$ cat config.mk
export PLATFORM = sky130hd
export DESIGN_NAME = fetch_stage_flat
export DESIGN_NICKNAME = d
export VERILOG_FILES = /design/src/rtl/riscv_pkg.sv /design/src/rtl/fetch_stage_if.sv /design/src/rtl/fetch_hold_reg.sv /design/src/rtl/fetch_stage.sv /design/src/flat_wrapper.sv
export SDC_FILE = /design/constraint.sdc
export NUM_CORES = 1
export LEC_CHECK = 0
export ABC_CLOCK_PERIOD_IN_PS = 3100
export CORE_MARGIN = 3
export CORE_UTILIZATION = 30
export CTS_BUF_LIST = sky130_fd_sc_hd__clkbuf_16
export DETAILED_ROUTE_END_ITERATION = 8
export GPL_TIMING_DRIVEN = 0
export PLACE_DENSITY = 0.6
export SLEW_MARGIN = 10
export SYNTH_ARGS = -nofsm -noshare
export SYNTH_HDL_FRONTEND = slang
export SYNTH_HIERARCHICAL = 1
export SYNTH_SLANG_ARGS = --single-unit
$ cat constraint.sdc
create_clock -name clk -period 3.1 [get_ports clk]
set_input_delay 0.31 -clock clk [delete_from_list [all_inputs] [get_ports clk]]
set_output_delay 0.31 -clock clk [all_outputs]
set_load 0.005 [all_outputs]
$ cat src/rtl/riscv_pkg.sv
// Shared definitions for the instruction fetch stage: widths, reset PC, NOP encoding and FSM states.
package riscv_pkg;

    localparam int          XLEN_DEF     = 32;
    localparam logic [31:0] NOP_INSTR    = 32'h0000_0013;
    localparam logic [31:0] RESET_PC_DEF = 32'h0000_0000;

    typedef enum logic [1:0] {
        FETCH = 2'd0,
        WAIT  = 2'd1,
        HOLD  = 2'd2
    } fetch_state_t;

endpackage

$ cat src/rtl/fetch_stage_if.sv
// Instruction-memory request/response channel between the fetch stage (master) and imem (slave).
interface fetch_stage_if #(
    parameter int XLEN = 32
);

    logic            req_valid;
    logic            req_ready;
    logic [XLEN-1:0] req_addr;
    logic            rsp_valid;
    logic [31:0]     rsp_data;

    modport master (
        output req_valid,
        output req_addr,
        input  req_ready,
        input  rsp_valid,
        input  rsp_data
    );

    modport slave (
        input  req_valid,
        input  req_addr,
        output req_ready,
        output rsp_valid,
        output rsp_data
    );

endinterface

$ cat src/rtl/fetch_hold_reg.sv
// One-entry hold slot {pc, instr} that parks a response arriving while the output register is stalled.
module fetch_hold_reg
    import riscv_pkg::*;
#(
    parameter int XLEN = XLEN_DEF
) (
    input  logic            clk,
    input  logic            rst_n,
    input  logic            load_i,
    input  logic            clear_i,
    input  logic [XLEN-1:0] pc_i,
    input  logic [31:0]     instr_i,
    output logic            valid_o,
    output logic [XLEN-1:0] pc_o,
    output logic [31:0]     instr_o
);

    logic            valid_q, valid_d;
    logic [XLEN-1:0] pc_q, pc_d;
    logic [31:0]     instr_q, instr_d;

    always_comb begin
        valid_d = valid_q;
        pc_d    = pc_q;
        instr_d = instr_q;
        if (clear_i) begin
            valid_d = 1'b0;
        end else if (load_i) begin
            valid_d = 1'b1;
            pc_d    = pc_i;
            instr_d = instr_i;
        end
    end

    always_ff @(posedge clk or negedge rst_n) begin
        if (!rst_n) begin
            valid_q <= 1'b0;
            pc_q    <= '0;
            instr_q <= NOP_INSTR;
        end else begin
            valid_q <= valid_d;
            pc_q    <= pc_d;
            instr_q <= instr_d;
        end
    end

    assign valid_o = valid_q;
    assign pc_o    = pc_q;
    assign instr_o = instr_q;

endmodule

$ cat src/rtl/fetch_stage.sv
// Instruction fetch stage: owns the PC, keeps one imem request in flight, feeds IF/ID.
// Optional FETCH_PERF_EN adds saturating fetch/bubble counters.
//   state | meaning
//   FETCH | request pc_q (suppressed while redirecting)
//   WAIT  | request accepted, waiting for its response (dropped if drop_q)
//   HOLD  | response parked in the hold slot until the stall releases
module fetch_stage
    import riscv_pkg::*;
#(
    parameter int              XLEN     = XLEN_DEF,
    parameter logic [XLEN-1:0] RESET_PC = XLEN'(RESET_PC_DEF)
) (
    input  logic                clk,
    input  logic                rst_n,
    input  logic                stall_i,
    input  logic                redirect_i,
    input  logic [XLEN-1:0]     redirect_pc_i,
    fetch_stage_if.master       imem,
    output logic                if_valid_o,
    output logic [XLEN-1:0]     if_pc_o,
    output logic [31:0]         if_instr_o
`ifdef FETCH_PERF_EN
    ,
    output logic [31:0]         perf_fetch_cnt_o,
    output logic [31:0]         perf_bubble_cnt_o
`endif
);

    fetch_state_t    state_q, state_d;
    logic [XLEN-1:0] pc_q, pc_d;
    logic [XLEN-1:0] req_pc_q, req_pc_d;
    logic            drop_q, drop_d;
    logic            r_valid_q, r_valid_d;
    logic [XLEN-1:0] r_pc_q, r_pc_d;
    logic [31:0]     r_instr_q, r_instr_d;

    logic            req_fire;
    logic            r_load;
    logic [XLEN-1:0] r_load_pc;
    logic [31:0]     r_load_instr;
    logic            hold_load, hold_clear, hold_valid;
    logic [XLEN-1:0] hold_pc;
    logic [31:0]     hold_instr;
    logic            unused_hold_valid;
    logic            unused_redirect_lsb;

    // Redirect targets are forced word aligned, so the low bits never matter.
    assign unused_redirect_lsb = ^redirect_pc_i[1:0];
    assign unused_hold_valid   = hold_valid;

    assign imem.req_valid = rst_n && (state_q == FETCH) && !redirect_i;
    assign imem.req_addr  = pc_q;
    assign req_fire       = imem.req_valid && imem.req_ready;

    always_comb begin
        state_d      = state_q;
        pc_d         = pc_q;
        req_pc_d     = req_pc_q;
        drop_d       = drop_q;
        r_load       = 1'b0;
        r_load_pc    = req_pc_q;
        r_load_instr = imem.rsp_data;
        hold_load    = 1'b0;
        hold_clear   = 1'b0;
        case (state_q)
            FETCH: begin
                if (req_fire) begin
                    req_pc_d = pc_q;
                    pc_d     = pc_q + XLEN'(4);
                    state_d  = WAIT;
                end
            end
            WAIT: begin
                if (imem.rsp_valid) begin
                    drop_d = 1'b0;
                    if (redirect_i || drop_q) begin
                        state_d = FETCH;
                    end else if (!stall_i || !r_valid_q) begin
                        r_load  = 1'b1;
                        state_d = FETCH;
                    end else begin
                        hold_load = 1'b1;
                        state_d   = HOLD;
                    end
                end else if (redirect_i) begin
                    drop_d = 1'b1;
                end
            end
            HOLD: begin
                if (redirect_i) begin
                    state_d = FETCH;
                end else if (!stall_i) begin
                    r_load       = 1'b1;
                    r_load_pc    = hold_pc;
                    r_load_instr = hold_instr;
                    hold_clear   = 1'b1;
                    state_d      = FETCH;
                end
            end
            default: state_d = FETCH;
        endcase
        if (redirect_i) begin
            pc_d       = {redirect_pc_i[XLEN-1:2], 2'b00};
            hold_clear = 1'b1;
        end
    end

    // Output register: redirect squashes, a load wins over consumption, stall freezes.
    always_comb begin
        r_valid_d = r_valid_q;
        r_pc_d    = r_pc_q;
        r_instr_d = r_instr_q;
        if (redirect_i) begin
            r_valid_d = 1'b0;
            r_instr_d = NOP_INSTR;
        end else if (r_load) begin
            r_valid_d = 1'b1;
            r_pc_d    = r_load_pc;
            r_instr_d = r_load_instr;
        end else if (!stall_i) begin
            r_valid_d = 1'b0;
            r_instr_d = NOP_INSTR;
        end
    end

    always_ff @(posedge clk or negedge rst_n) begin
        if (!rst_n) begin
            state_q   <= FETCH;
            pc_q      <= RESET_PC;
            req_pc_q  <= '0;
            drop_q    <= 1'b0;
            r_valid_q <= 1'b0;
            r_pc_q    <= '0;
            r_instr_q <= NOP_INSTR;
        end else begin
            state_q   <= state_d;
            pc_q      <= pc_d;
            req_pc_q  <= req_pc_d;
            drop_q    <= drop_d;
            r_valid_q <= r_valid_d;
            r_pc_q    <= r_pc_d;
            r_instr_q <= r_instr_d;
        end
    end

    fetch_hold_reg #(
        .XLEN (XLEN)
    ) u_hold (
        .clk     (clk),
        .rst_n   (rst_n),
        .load_i  (hold_load),
        .clear_i (hold_clear),
        .pc_i    (req_pc_q),
        .instr_i (imem.rsp_data),
        .valid_o (hold_valid),
        .pc_o    (hold_pc),
        .instr_o (hold_instr)
    );

    assign if_valid_o = r_valid_q;
    assign if_pc_o    = r_pc_q;
    assign if_instr_o = r_instr_q;

`ifdef FETCH_PERF_EN
    logic [31:0] perf_fetch_q, perf_fetch_d;
    logic [31:0] perf_bubble_q, perf_bubble_d;

    always_comb begin
        perf_fetch_d  = perf_fetch_q;
        perf_bubble_d = perf_bubble_q;
        if (r_load && (perf_fetch_q != 32'hFFFF_FFFF)) begin
            perf_fetch_d = perf_fetch_q + 32'd1;
        end
        if (!r_valid_q && !stall_i && (perf_bubble_q != 32'hFFFF_FFFF)) begin
            perf_bubble_d = perf_bubble_q + 32'd1;
        end
    end

    always_ff @(posedge clk or negedge rst_n) begin
        if (!rst_n) begin
            perf_fetch_q  <= '0;
            perf_bubble_q <= '0;
        end else begin
            perf_fetch_q  <= perf_fetch_d;
            perf_bubble_q <= perf_bubble_d;
        end
    end

    assign perf_fetch_cnt_o  = perf_fetch_q;
    assign perf_bubble_cnt_o = perf_bubble_q;
`endif

endmodule

$ cat src/flat_wrapper.sv
// flat-port wrapper written by rule: the top's interface ports become plain ports
module fetch_stage_flat import riscv_pkg::*;
#(
    parameter int              XLEN     = XLEN_DEF,
    parameter logic [XLEN-1:0] RESET_PC = XLEN'(RESET_PC_DEF)
)
  (clk, rst_n, stall_i, redirect_i, redirect_pc_i, if_valid_o, if_pc_o, if_instr_o, imem_req_valid, imem_req_addr, imem_req_ready, imem_rsp_valid, imem_rsp_data);
  fetch_stage_if #(.XLEN(XLEN)) imem_i ();
  input  logic clk;
  input  logic rst_n;
  input  logic stall_i;
  input  logic redirect_i;
  input  logic [XLEN-1:0] redirect_pc_i;
  output logic if_valid_o;
  output logic [XLEN-1:0] if_pc_o;
  output logic [31:0] if_instr_o;
  output wire logic [$bits(imem_i.req_valid)-1:0] imem_req_valid;
  output wire logic [$bits(imem_i.req_addr)-1:0] imem_req_addr;
  input wire logic [$bits(imem_i.req_ready)-1:0] imem_req_ready;
  input wire logic [$bits(imem_i.rsp_valid)-1:0] imem_rsp_valid;
  input wire logic [$bits(imem_i.rsp_data)-1:0] imem_rsp_data;
  assign imem_req_valid = imem_i.req_valid;
  assign imem_req_addr = imem_i.req_addr;
  assign imem_i.req_ready = imem_req_ready;
  assign imem_i.rsp_valid = imem_rsp_valid;
  assign imem_i.rsp_data = imem_rsp_data;
  fetch_stage #(.XLEN(XLEN), .RESET_PC(RESET_PC)) u_core (.clk(clk), .rst_n(rst_n), .stall_i(stall_i), .redirect_i(redirect_i), .redirect_pc_i(redirect_pc_i), .imem(imem_i), .if_valid_o(if_valid_o), .if_pc_o(if_pc_o), .if_instr_o(if_instr_o));
endmodule
Yosys cells after proc, flatten, opt, wreduce, memory -nomap -nowiden

Cells that the tools add are included.

$add $sub $neg: 1
Equality and inequality tests: 6
Muxes and demuxes: 34
Bitwise logic cells: 2
Reductions and logical operators: 18

Operators with widths:

| operator              | number |
|---|---|
| $mux 32               | 10 |
| $add 32x3->32 const B | 1 |
| $mux 1                | 16 |
| $mux 2                | 6 |
| $reduce_and 2->1      | 5 |
| $pmux 2 s3            | 1 |
| $reduce_bool 2->1     | 3 |
| $logic_and 1x1->1     | 3 |
| $logic_not 1->1       | 3 |
| $ne 3x1->1 const B    | 1 |
| $ne 3x3->1 const B    | 1 |
| $reduce_and 3->1      | 1 |
| $eq 2x1->1 const B    | 1 |
| $eq 2x2->1 const B    | 1 |
| $logic_not 2->1       | 1 |
| $logic_or 1x1->1      | 2 |
| $ne 2x1->1 const B    | 1 |
| $ne 2x2->1 const B    | 1 |
| $not 1->1             | 2 |
| $pmux 1 s2            | 1 |

Bits in registers: 196
Input port bits: 70
Output and inout port bits: 98
Word-level logic and storage cells: 70

Depth between registers and ports, before layout

Gate-level depths: netlist of the first run.

Depth after elaboration: 8
Mapped depth: 11
Gate-level depth less buffers: 6

Hierarchy

Netlist of the first run, hierarchy kept.

Modules (own cells, without submodules):

| module         | instances | cells an instance | area an instance (um^2) | sequential area each (um^2) |
|---|---|---|---|---|
| fetch_stage    | 1         | 554               | 6,143.4                 | 3,206.8 |
| fetch_hold_reg | 1         | 139               | 2,737.6                 | 1,630.3 |

Least setup slack after synthesis of the first run

No wires, ideal clock.

Kind: reg-to-reg
Start: reg u_core.state_q[0]
End: reg u_core.u_hold.instr_q[10] (netlist: u_core/u_hold/instr_o[10])
Library setup time: 0.125 ns
Arrival time: 2.473 ns
Data required time: 2.975 ns
Slack: 0.502 ns
Cell stages (with the launch flop): 12
Path buffers: 5
Period minus slack after synthesis: 2.598 ns
Cells stage by stage: dfrtp_1 > inv_1 > ha_1 > nand2b_1 > clkbuf_1 > clkbuf_1 > buf_2 > nand2_1 > nor2b_4 > buf_12 > buf_12 > mux2_4

Longest elaborated chain between the ends: 5
Elaborated cells between the ends (all ways): 7
Those cells by class: 2 x eq/ne; 3 x mux; 1 x bitwise; 1 x reduce/logical

RTL lines:

| item                              | line                 | source |
|---|---|---|
| from (decl)                       | fetch_stage.sv:29    | `fetch_state_t state_q, state_d;` |
| from (signal assigned)            | fetch_stage.sv:136   | `state_q <= state_d;` |
| $eq 2x2->1                        | fetch_stage.sv:65    | `case (state_q)` |
| $mux 1                            | fetch_stage.sv:65    |  |
| $mux 1                            | fetch_stage.sv:102   | `if (redirect_i) begin` |
| via u_core.hold_clear             | fetch_stage.sv:41    | `logic hold_load, hold_clear, hold_valid;` |
| $not 1->1 (no source line)        | -                    |  |
| $reduce_and 2->1 (no source line) | -                    |  |
| to (signal assigned)              | fetch_hold_reg.sv:43 | `instr_q <= instr_d;` |
| to (decl)                         | fetch_hold_reg.sv:20 | `logic [31:0] instr_q, instr_d;` |

The timed path passes the listed nets, and every way through them passes these cells.
A chain may end at the register's enable or synchronous reset.

Worst setup path after layout of the first run

Start: in rst_n
End: reg u_core.pc_q[28] (netlist: u_core/imem.req_addr[28])

Longest elaborated chain between the ends: 5

RTL lines:

| item                               | line               | source |
|---|---|---|
| from (decl)                        | flat_wrapper.sv:10 | `input logic rst_n;` |
| $logic_and 1x1->1 (2 in a row)     | fetch_stage.sv:51  | `assign imem.req_valid = rst_n && (state_q == FETCH) && !redirect_i;` |
| $logic_and 1x1->1                  | fetch_stage.sv:53  | `assign req_fire = imem.req_valid && imem.req_ready;` |
| $reduce_bool 2->1 (no source line) | -                  |  |
| $reduce_and 2->1 (no source line)  | -                  |  |
| to (signal assigned)               | fetch_stage.sv:137 | `pc_q <= pc_d;` |
| to (decl)                          | fetch_stage.sv:30  | `logic [XLEN-1:0] pc_q, pc_d;` |

Every way passes these cells.

==> impl_metrics.ini, run 1 <==
[outcome]
status = finished clean

[floorplanning]
die_y_um = 177.7
initial_utilization_pct = 30.66
core_area_um2 = 28860
num_rows = 62
fp.dieW_um = 177.7
dieArea_um2 = 31590
pin_count = 168

[worst_setup_path]
crit_slowest_cell = dlygate4sd3_1
critPathKind = primary input to register
cp_max_fo = 35
crit_path_frequent_cell = buf_16
path_cells = dlygate4sd3_1 > buf_8 > buf_16 > buf_16 > nand3_2 > or4_1 > buf_2 > buf_6 > clkbuf_1 > o31ai_1 > a31oi_1
worst_path_largest_cell_delay_ps = 570
arrival_ps = 3190
crit_required_ps = 3380
start_kind = primary input
worst-r2r-setup-slack_ps = 330
crit_path_end_kind = register

[clocking]
cts_buffer_depth = 2
path_clk_slew_ps = 70
cts_sinks = 192
cts_max_level = 4
tritoncts = done
clkLatencyLatePin_ps = 430
post-cts-setup-buffers = 0
cts_made_buffers = 17
cts_root_buf = clkbuf_16

[sta]
holdWs_ps = 445.8
slew_violations = 0
finalSetupViolations = 0
fin_crit_sh_pct = 93.99
layout_setup_ws_ps = 186.3
worstMarginPinSlew_ps = 965.9
min_period_ps = 2914
fmax_mhz = 343.2
rsz0062_at_grt = no
fin_skew_ps = 8.251
max-slew-margin-rel_pct = 35.01
final_hold_viol_count = 0

[cells_and_area]
seqCellArea_um2 = 4812
drive_gt1_share_pct = 23.91
syn2layout_area_growth_pct = 32.88
utilization_pct = 40.74
final_nets = 956
fin_area_um2 = 11760
fillers = 2767
multi_input_area_um2 = 3695
diodes = 0

[grt]
grt_pass1_vias = 6262
overflow = 0
grt_pass1_wl_mm = 37.14
grt_max_degree = 70
track_usage_pct = 15.29
antenna_found_initial = 2

[placement]
post_dp_cell_area_um2 = 11030
dp_hpwl_mm = 16.72
dpl_worst_slack_ps = -486.8
place.gp.congestion = 0.7523
io_buffers = 163

[drt]
wirelength_mm = 23.98
drt_pass1_iterations = 5
vias = 6142
drtAntennaViolNets = 0
vias_per_cell = 4.802
wl_per_cell_um = 18.75
drc = 0
drt_iter0_markers = 356

[hold_path]
hold_class = primary input to async pin

[logic_synthesis]
syn_inst = 690
synth.cell_area_um2 = 8848
ys.warnings.count = 6
synth_area_per_cell_um2 = 12.82

[pwr]
power_density_nw_per_um2 = 572.3
p_total_mw = 6.728
leakagePower_nw = 5.276
irDropWorstVdd_mv = 0.3217

[flow_run]
drv_cap = 0
==> power by group <==
group          switching [mW]  leakage, nW  total [mW]  internal [mW]
Combinational           0.493         2.47        1.33          0.836
Clock                   0.989        0.287        2.26           1.27
Sequential              0.271         2.52        3.14           2.87
==> through the flow <==
stage          cells   TNS, ps
4_1_cts         1278         0
5_1_grt         1279         0
3_5_place_dp    1242    -34850
2_1_floorplan    693         0
3_3_place_gp    1240  -1751740
6_report        1279         0
==> cell usage in the layout, fill, tap and decap left out, types with 18 or more instances in the layout <==
cell	n
mux2_4	60
clkbuf_1	23
dfrtp_1	186
clkdlybuf4s50_1	162
nor2_1	21
mux2_2	90
nand2_1	65
o21ai_0	50
mux2i_1	31
clkbuf_16	18
==> area by class of cell <==
cell class              count  share of cell area (%)
clock inverters            15                   1.415
repair buffers            171                   15.47
plain buffers              43                   2.575
well taps                 384                   4.086
clock buffers              17                   3.618
inverters                  15                  0.4789
multi-input cells         442                   31.42
flip-flops and latches    192                   40.93
==> repair_timing <==
item | 4_1_cts | 5_1_grt
endpoints found under the hold margin | 60 | 0
hold buffers | 5 | 0
resized for setup | 1 | 2
gates cloned | 0 | 1
setup endpoints to repair | 64 | 54
==> worst paths after layout <==
| check | startpoint | end | cells past startpoint |
|---|---|---|---|
| max | rst_n | u_core/imem.req_addr[28] | 11 |
| min | rst_n | u_core/if_instr_o[1] | 2 |
| max reg2reg | u_core/state_q[0] | u_core/imem.req_addr[28] | 9 |
| min reg2reg | u_core/if_instr_o[1] | u_core/if_instr_o[1] | 2 |
| max in group asynchronous | rst_n | u_core/if_pc_o[8] | 5 |
| min in group clk | redirect_pc_i[22] | u_core/imem.req_addr[22] | 3 |
==> sequential cells by signal, indices dropped and copies added (netlist names) <==
register	cells
u_core/if_instr_o	32
u_core/if_pc_o	32
u_core/u_hold/instr_o	32
u_core/u_hold/pc_o	32
u_core/imem.req_addr	30
u_core/req_pc_q	30
u_core/state_q	2
u_core/drop_q	1
u_core/if_valid_o	1
==> critical path: cells and delay by family <==
family / cells / cell delay, ps
AO/OA/AOI/OAI: 2 / 460
buffers and inverters: 7 / 1680
AND/OR/NAND/NOR: 2 / 700
==> metal layers <==
layer  global-route usage, %  wire, um  vias to the layer above
met5                       0        23                        -
met4                   2.880       144                        4
met3                   4.365      1698                       15
met2                   23.26     10770                      198
met1                   21.87     11340                     3069
li1                        -         -                     2856
(Power assumes the default switching activity.)
==> run 2, diff against run 1 <==
--- a/config.mk
+++ b/config.mk
@@ -6,12 +6,16 @@
 export NUM_CORES = 1
 export LEC_CHECK = 0
 export ABC_CLOCK_PERIOD_IN_PS = 3100
+export CELL_PAD_IN_SITES_DETAIL_PLACEMENT = 1
+export CELL_PAD_IN_SITES_GLOBAL_PLACEMENT = 2
 export CORE_MARGIN = 3
 export CORE_UTILIZATION = 30
 export CTS_BUF_LIST = sky130_fd_sc_hd__clkbuf_16
 export DETAILED_ROUTE_END_ITERATION = 8
 export GPL_TIMING_DRIVEN = 0
-export PLACE_DENSITY = 0.6
+export PLACE_DENSITY = 0.79
+export RECOVER_POWER = 50
+export SKIP_CTS_REPAIR_TIMING = 1
 export SLEW_MARGIN = 10
 export SYNTH_ARGS = -nofsm -noshare
 export SYNTH_HDL_FRONTEND = slang
==> impl_metrics.ini, run 2 (synthesized netlist as in run 1, its figures left out) <==
[cells_and_area]
fillers = 3092
diodes = 0
final_cell_count_no_fill = 1275
multi_input_area_um2 = 3689
drive_gt1_share_pct = 23.68
seqCellArea_um2 = 4812
final_nets = 952
fin_area_um2 = 11590
final_common_cell = dfrtp_1
syn2layout_area_growth_pct = 30.97
layout_common_cells = dfrtp_1, clkdlybuf4s50_1, mux2_2, nand2_1, mux2_4

[grt]
grt_pass1_wl_mm = 39.57
track_usage_pct = 16.28
grt_pass1_vias = 6778
overflow = 0
met3_usage_pct = 4.300
grt_use_met2_pct = 26.23
use_met1_pct = 22.40
grt_max_degree = 78
antenna_found_initial = 1
top_usage_layer = met2

[hold_path]
holdPathStages = 3
min-delay-start = redirect_pc_i[29]
hold_class = primary input to register
min_to = u_core/imem.req_addr[29]

[worst_setup_path]
crit_slowest_cell = dlygate4sd3_1
r2r_start = u_core/state_q[0]
worst-r2r-setup-slack_ps = 300
crit_required_ps = 3420
path_cells = dlygate4sd3_1 > inv_1 > clkbuf_1 > clkbuf_1 > nand2_1 > nor2b_4 > buf_12 > buf_12 > mux2_4
start_kind = primary input
r2r_cells = 10
worst_path_largest_cell_delay_ps = 700
critPathKind = primary input to register
arrival_ps = 3160
crit_path_end_kind = register
cp_max_fo = 10
r2r-end = u_core/u_hold/pc_o[19]

[sta]
fmax_mhz = 352.6
fin_crit_sh_pct = 91.49
max-slew-margin-rel_pct = -32.67
rsz0062_at_grt = no
final_hold_viol_count = 0
finalSetupViolations = 0
fin_skew_ps = 14.73
slew_violations = 119
worstMarginPinSlew_ps = 1990
setup-tns-final_ps = 0
min_period_ps = 2836

[clocking]
cts_made_buffers = 17
cts_root_buf = clkbuf_16
tritoncts = done
clkLatencyLatePin_ps = 440
cts_sinks = 192
cts_buffer_depth = 2
cts_max_level = 4
path_clk_slew_ps = 70

[pwr]
irDropWorstVdd_mv = 0.2645
leakagePower_nw = 5.361
power_density_nw_per_um2 = 564.7
p_total_mw = 6.544

[floorplanning]
initial_utilization_pct = 30.66
die_y_um = 177.7
fp.dieW_um = 177.7
core_area_um2 = 28860
dieArea_um2 = 31590
pin_count = 168
num_rows = 62

[drt]
wirelength_mm = 25.14
vias = 6159
drc = 0
vias_per_cell = 4.831
wl_per_cell_um = 19.72
drtAntennaViolNets = 0
drt_pass1_iterations = 4
drt_iter0_markers = 274

[placement]
dp.cells = 1242
post_dp_cell_area_um2 = 11030
io_buffers = 163
dp_hpwl_mm = 17.63
place.gp.congestion = 0.7371

[flow_run]
drv_cap = 2

[outcome]
status = finished with violations
violations = max-capacitance violations, max-slew violations
==> run 2: how the worst max path moves through the flow <==
stage                                 start                        end  slack, ps
after floorplan           u_core/state_q[0]  u_core/u_hold/instr_o[10]        520
after global placement                rst_n   u_core/imem.req_addr[30]      -7410
after detailed placement            stall_i     u_core/u_hold/pc_o[25]       -530
after CTS                 u_core/state_q[0]     u_core/u_hold/pc_o[19]       -340
after global routing      u_core/state_q[0]   u_core/imem.req_addr[17]         30
final                            redirect_i     u_core/u_hold/pc_o[19]        260
==> run 2: layer usage <==
| layer | share of wire (%) | vias to the layer above |
|---|---|---|
| met5 | 0.036 | - |
| li1 | - | 2842 |
| met1 | 48 | 3156 |
| met3 | 4.8 | 10 |
| met2 | 47 | 149 |
| met4 | 0.59 | 2 |
==> run 2: critical path: cells and delay by family <==
family,cells,cell delay (ps)
buffers and inverters,6,2160
multiplexers,1,300
AND/OR/NAND/NOR,2,360
==> run 2: area by class of cell <==
cell class                      count  area share [%]
Timing Repair Buffer              167           14.60
Clock buffer                       17           3.671
Clock inverter                     15           1.134
Sequential cell                   192           41.52
Inverter                           15          0.4859
Tap cell                          384           4.146
Buffer                             43           2.613
Multi-Input combinational cell    442           31.83
==> run 2: stage by stage <==
stage / worst slack [ps] / hold WS [ps] / util (%)
4_1_cts: -335.3 / -224.1 / 40.16
2_1_floorplan: 521.2 / 14.41 / -
5_1_grt: 28.86 / 441.7 / 40.16
3_3_place_gp: -7412 / 449.3 / 38.02
3_5_place_dp: -530.9 / 257.0 / 38.23
6_report: 263.7 / 448.0 / 40.16
==> run 2: power by group <==
group	internal, mW	total [mW]	leakage, nW	switching, mW
Combinational	0.777	1.27	2.56	0.495
Sequential	2.87	3.14	2.52	0.272
Clock	1.06	2.13	0.277	1.07
==> run 3, diff against run 2 <==
--- a/config.mk
+++ b/config.mk
@@ -13,11 +13,10 @@
 export CTS_BUF_LIST = sky130_fd_sc_hd__clkbuf_16
 export DETAILED_ROUTE_END_ITERATION = 8
 export GPL_TIMING_DRIVEN = 0
-export PLACE_DENSITY = 0.79
+export PLACE_DENSITY = 0.81
 export RECOVER_POWER = 50
 export SKIP_CTS_REPAIR_TIMING = 1
 export SLEW_MARGIN = 10
 export SYNTH_ARGS = -nofsm -noshare
 export SYNTH_HDL_FRONTEND = slang
-export SYNTH_HIERARCHICAL = 1
 export SYNTH_SLANG_ARGS = --single-unit
==> impl_metrics.ini, run 3 <==
[logic_synthesis]
synth.cell_area_um2 = 8418
ys_seq_area_share_pct = 55.98
synth_area_leader_cell = dfrtp_1
synth.area.top_cells = dfrtp_1, mux2_2, mux2i_1, a31oi_1, o21ai_0
yosysMostFrequentCell = dfrtp_1
syn_inst = 711
synth.distinct_cells = 44
synth_area_per_cell_um2 = 11.84
ys_seq_elements = 188
ys.warnings.count = 0
ys_async_sr_fraction_pct = 100.0
yosys-top-cells-count = dfrtp_1, mux2_2, mux2i_1, nand2_1, a31oi_1
synth_top_area_share_pct = 54.10
synth_edf_count = 0
synth_ff_type = dfrtp_1

[floorplanning]
pin_count = 168
initial_utilization_pct = 30.89
die_y_um = 173.5
fp.dieW_um = 173.5
num_rows = 60
dieArea_um2 = 30110
core_area_um2 = 27250

[drt]
drc = 0
drt_pass1_iterations = 4
drt_iter0_markers = 374
drtAntennaViolNets = 0
wl_per_cell_um = 18.20
vias_per_cell = 4.940
wirelength_mm = 23.30
vias = 6323

[cells_and_area]
drive_gt1_share_pct = 17.84
final_cell_count_no_fill = 1280
final_common_cell = dfrtp_1
final_nets = 969
diodes = 0
syn2layout_area_growth_pct = 31.56
layout_common_cells = dfrtp_1, clkdlybuf4s50_1, mux2_2, mux2i_1, nand2_1

[grt]
track_usage_pct = 15.73
overflow = 0
antenna_found_initial = 0
grt_pass1_vias = 6663
grt_max_degree = 108
grt_pass1_wl_mm = 37.70

[worst_setup_path]
cp_max_fo = 85
crit_path_end_kind = register
arrival_ps = 2850
crit_required_ps = 3410
r2r_cells = 8
start_kind = primary input
critPathKind = primary input to register

[clocking]
cts_sinks = 188
tritoncts = done
cts_max_level = 4
cts_made_buffers = 17
cts_buffer_depth = 2
cts_root_buf = clkbuf_16
path_clk_slew_ps = 80
clkLatencyLatePin_ps = 430

[pwr]
irDropWorstVdd_mv = 0.4120
p_clk_share_pct = 29.9
power_density_nw_per_um2 = 630.3
p_int_mw = 4.832
comb_power_share_pct = 23.4
p_total_mw = 6.980
p_sw_share_pct = 30.77
switching_power_mw = 2.148
power_frac_seq_pct = 46.6
leakagePower_nw = 5.249

[sta]
fin_skew_ps = 10.45
finalSetupViolations = 0
max-slew-margin-rel_pct = 2.404
layout_setup_ws_ps = 558.6
min_period_ps = 2541
fin_crit_sh_pct = 81.98
rsz0062_at_grt = no
worstMarginPinSlew_ps = 1464
final_hold_viol_count = 0
fmax_mhz = 393.5
slew_violations = 0
holdWs_ps = 442.3

[outcome]
status = finished clean

[placement]
dpl_worst_slack_ps = 632.9
place.gp.congestion = 0.8047
io_buffers = 160
dp_hpwl_mm = 17.15
dp.cells = 1247

[hold_path]
holdPathStages = 3
hold_class = primary input to register

[flow_run]
drv_cap = 0
-- run 3: power groups by stage --
stage | registers [mW] | logic [mW] | clock network, mW
floorplan | 3.21 | 0.784 | 0
global placement | 3.29 | 1.68 | 0
detailed placement | 3.31 | 1.71 | 0
CTS | 3.27 | 1.72 | 2.15
global route | 3.32 | 1.83 | 2.27
finish | 3.25 | 1.64 | 2.09
-- run 3: cell families (layout without fill, tap and decap cells) --
kind of cell	Yosys count	in the layout	share of synthesized area, %
flops	188	188	55.98
mux	156	156	19.92
compound gates	149	149	10.48
simple gates	141	141	8.710
buf+inv	64	258	3.448
xor+xnor	8	8	0.8324
fa+ha+maj	4	4	0.5946
other cells	1	4	0.04455
-- run 3: cell type report --
class                   instances  area [um^2]
inverters                       9        33.78
plain buffers                  55        256.5
clock buffers                  17        425.4
flip-flops and latches        188         4712
repair buffers                162         1624
clock inverters                15        130.1
well taps                     372        465.4
fillers                      2984        16180
multi-input cells             462         3427
-- run 3: critical path: stages --
cell	delay (ps)
dlygate4sd3_1	560
buf_8	480
and3_1	250
buf_2	170
buf_2	280
nand4_1	170
o31a_1	270
o31a_1	280
-- run 3: per-stage QoR --
| step | area, um^2 | utilization [%] | setup TNS [ps] |
|---|---|---|---|
| floorplan | 8429 | - | 0 |
| global placement | 10500 | 38.52 | -1588070 |
| detailed placement | 10530 | 38.64 | 0 |
| CTS | 11080 | 40.67 | 0 |
| global route | 11070 | 40.64 | 0 |
| finish | 11070 | 40.64 | 0 |
-- run 3: layer usage --
layer	vias up	track usage (%)	wire length (um)
li1	2960	-	-
met1	3198	21.70	10910
met2	151	25.51	11080
met3	14	3.000	1064
met4	0	4.054	248
met5	-	0	0
-- run 3: worst paths after layout --
check	end	startpoint	slack, ps
max in group asynchronous	u_core.if_pc_o[15]	rst_n	680
hold reg to reg	u_core.if_instr_o[4]	u_core.if_instr_o[4]	460
setup / recovery	u_core.imem.req_addr[26]	rst_n	560
setup reg to reg	u_core.if_instr_o[2]	u_core.state_q[0]	720
hold / removal	u_core.imem.req_addr[17]	redirect_pc_i[17]	440
min in group asynchronous	u_core.if_instr_o[9]	rst_n	460
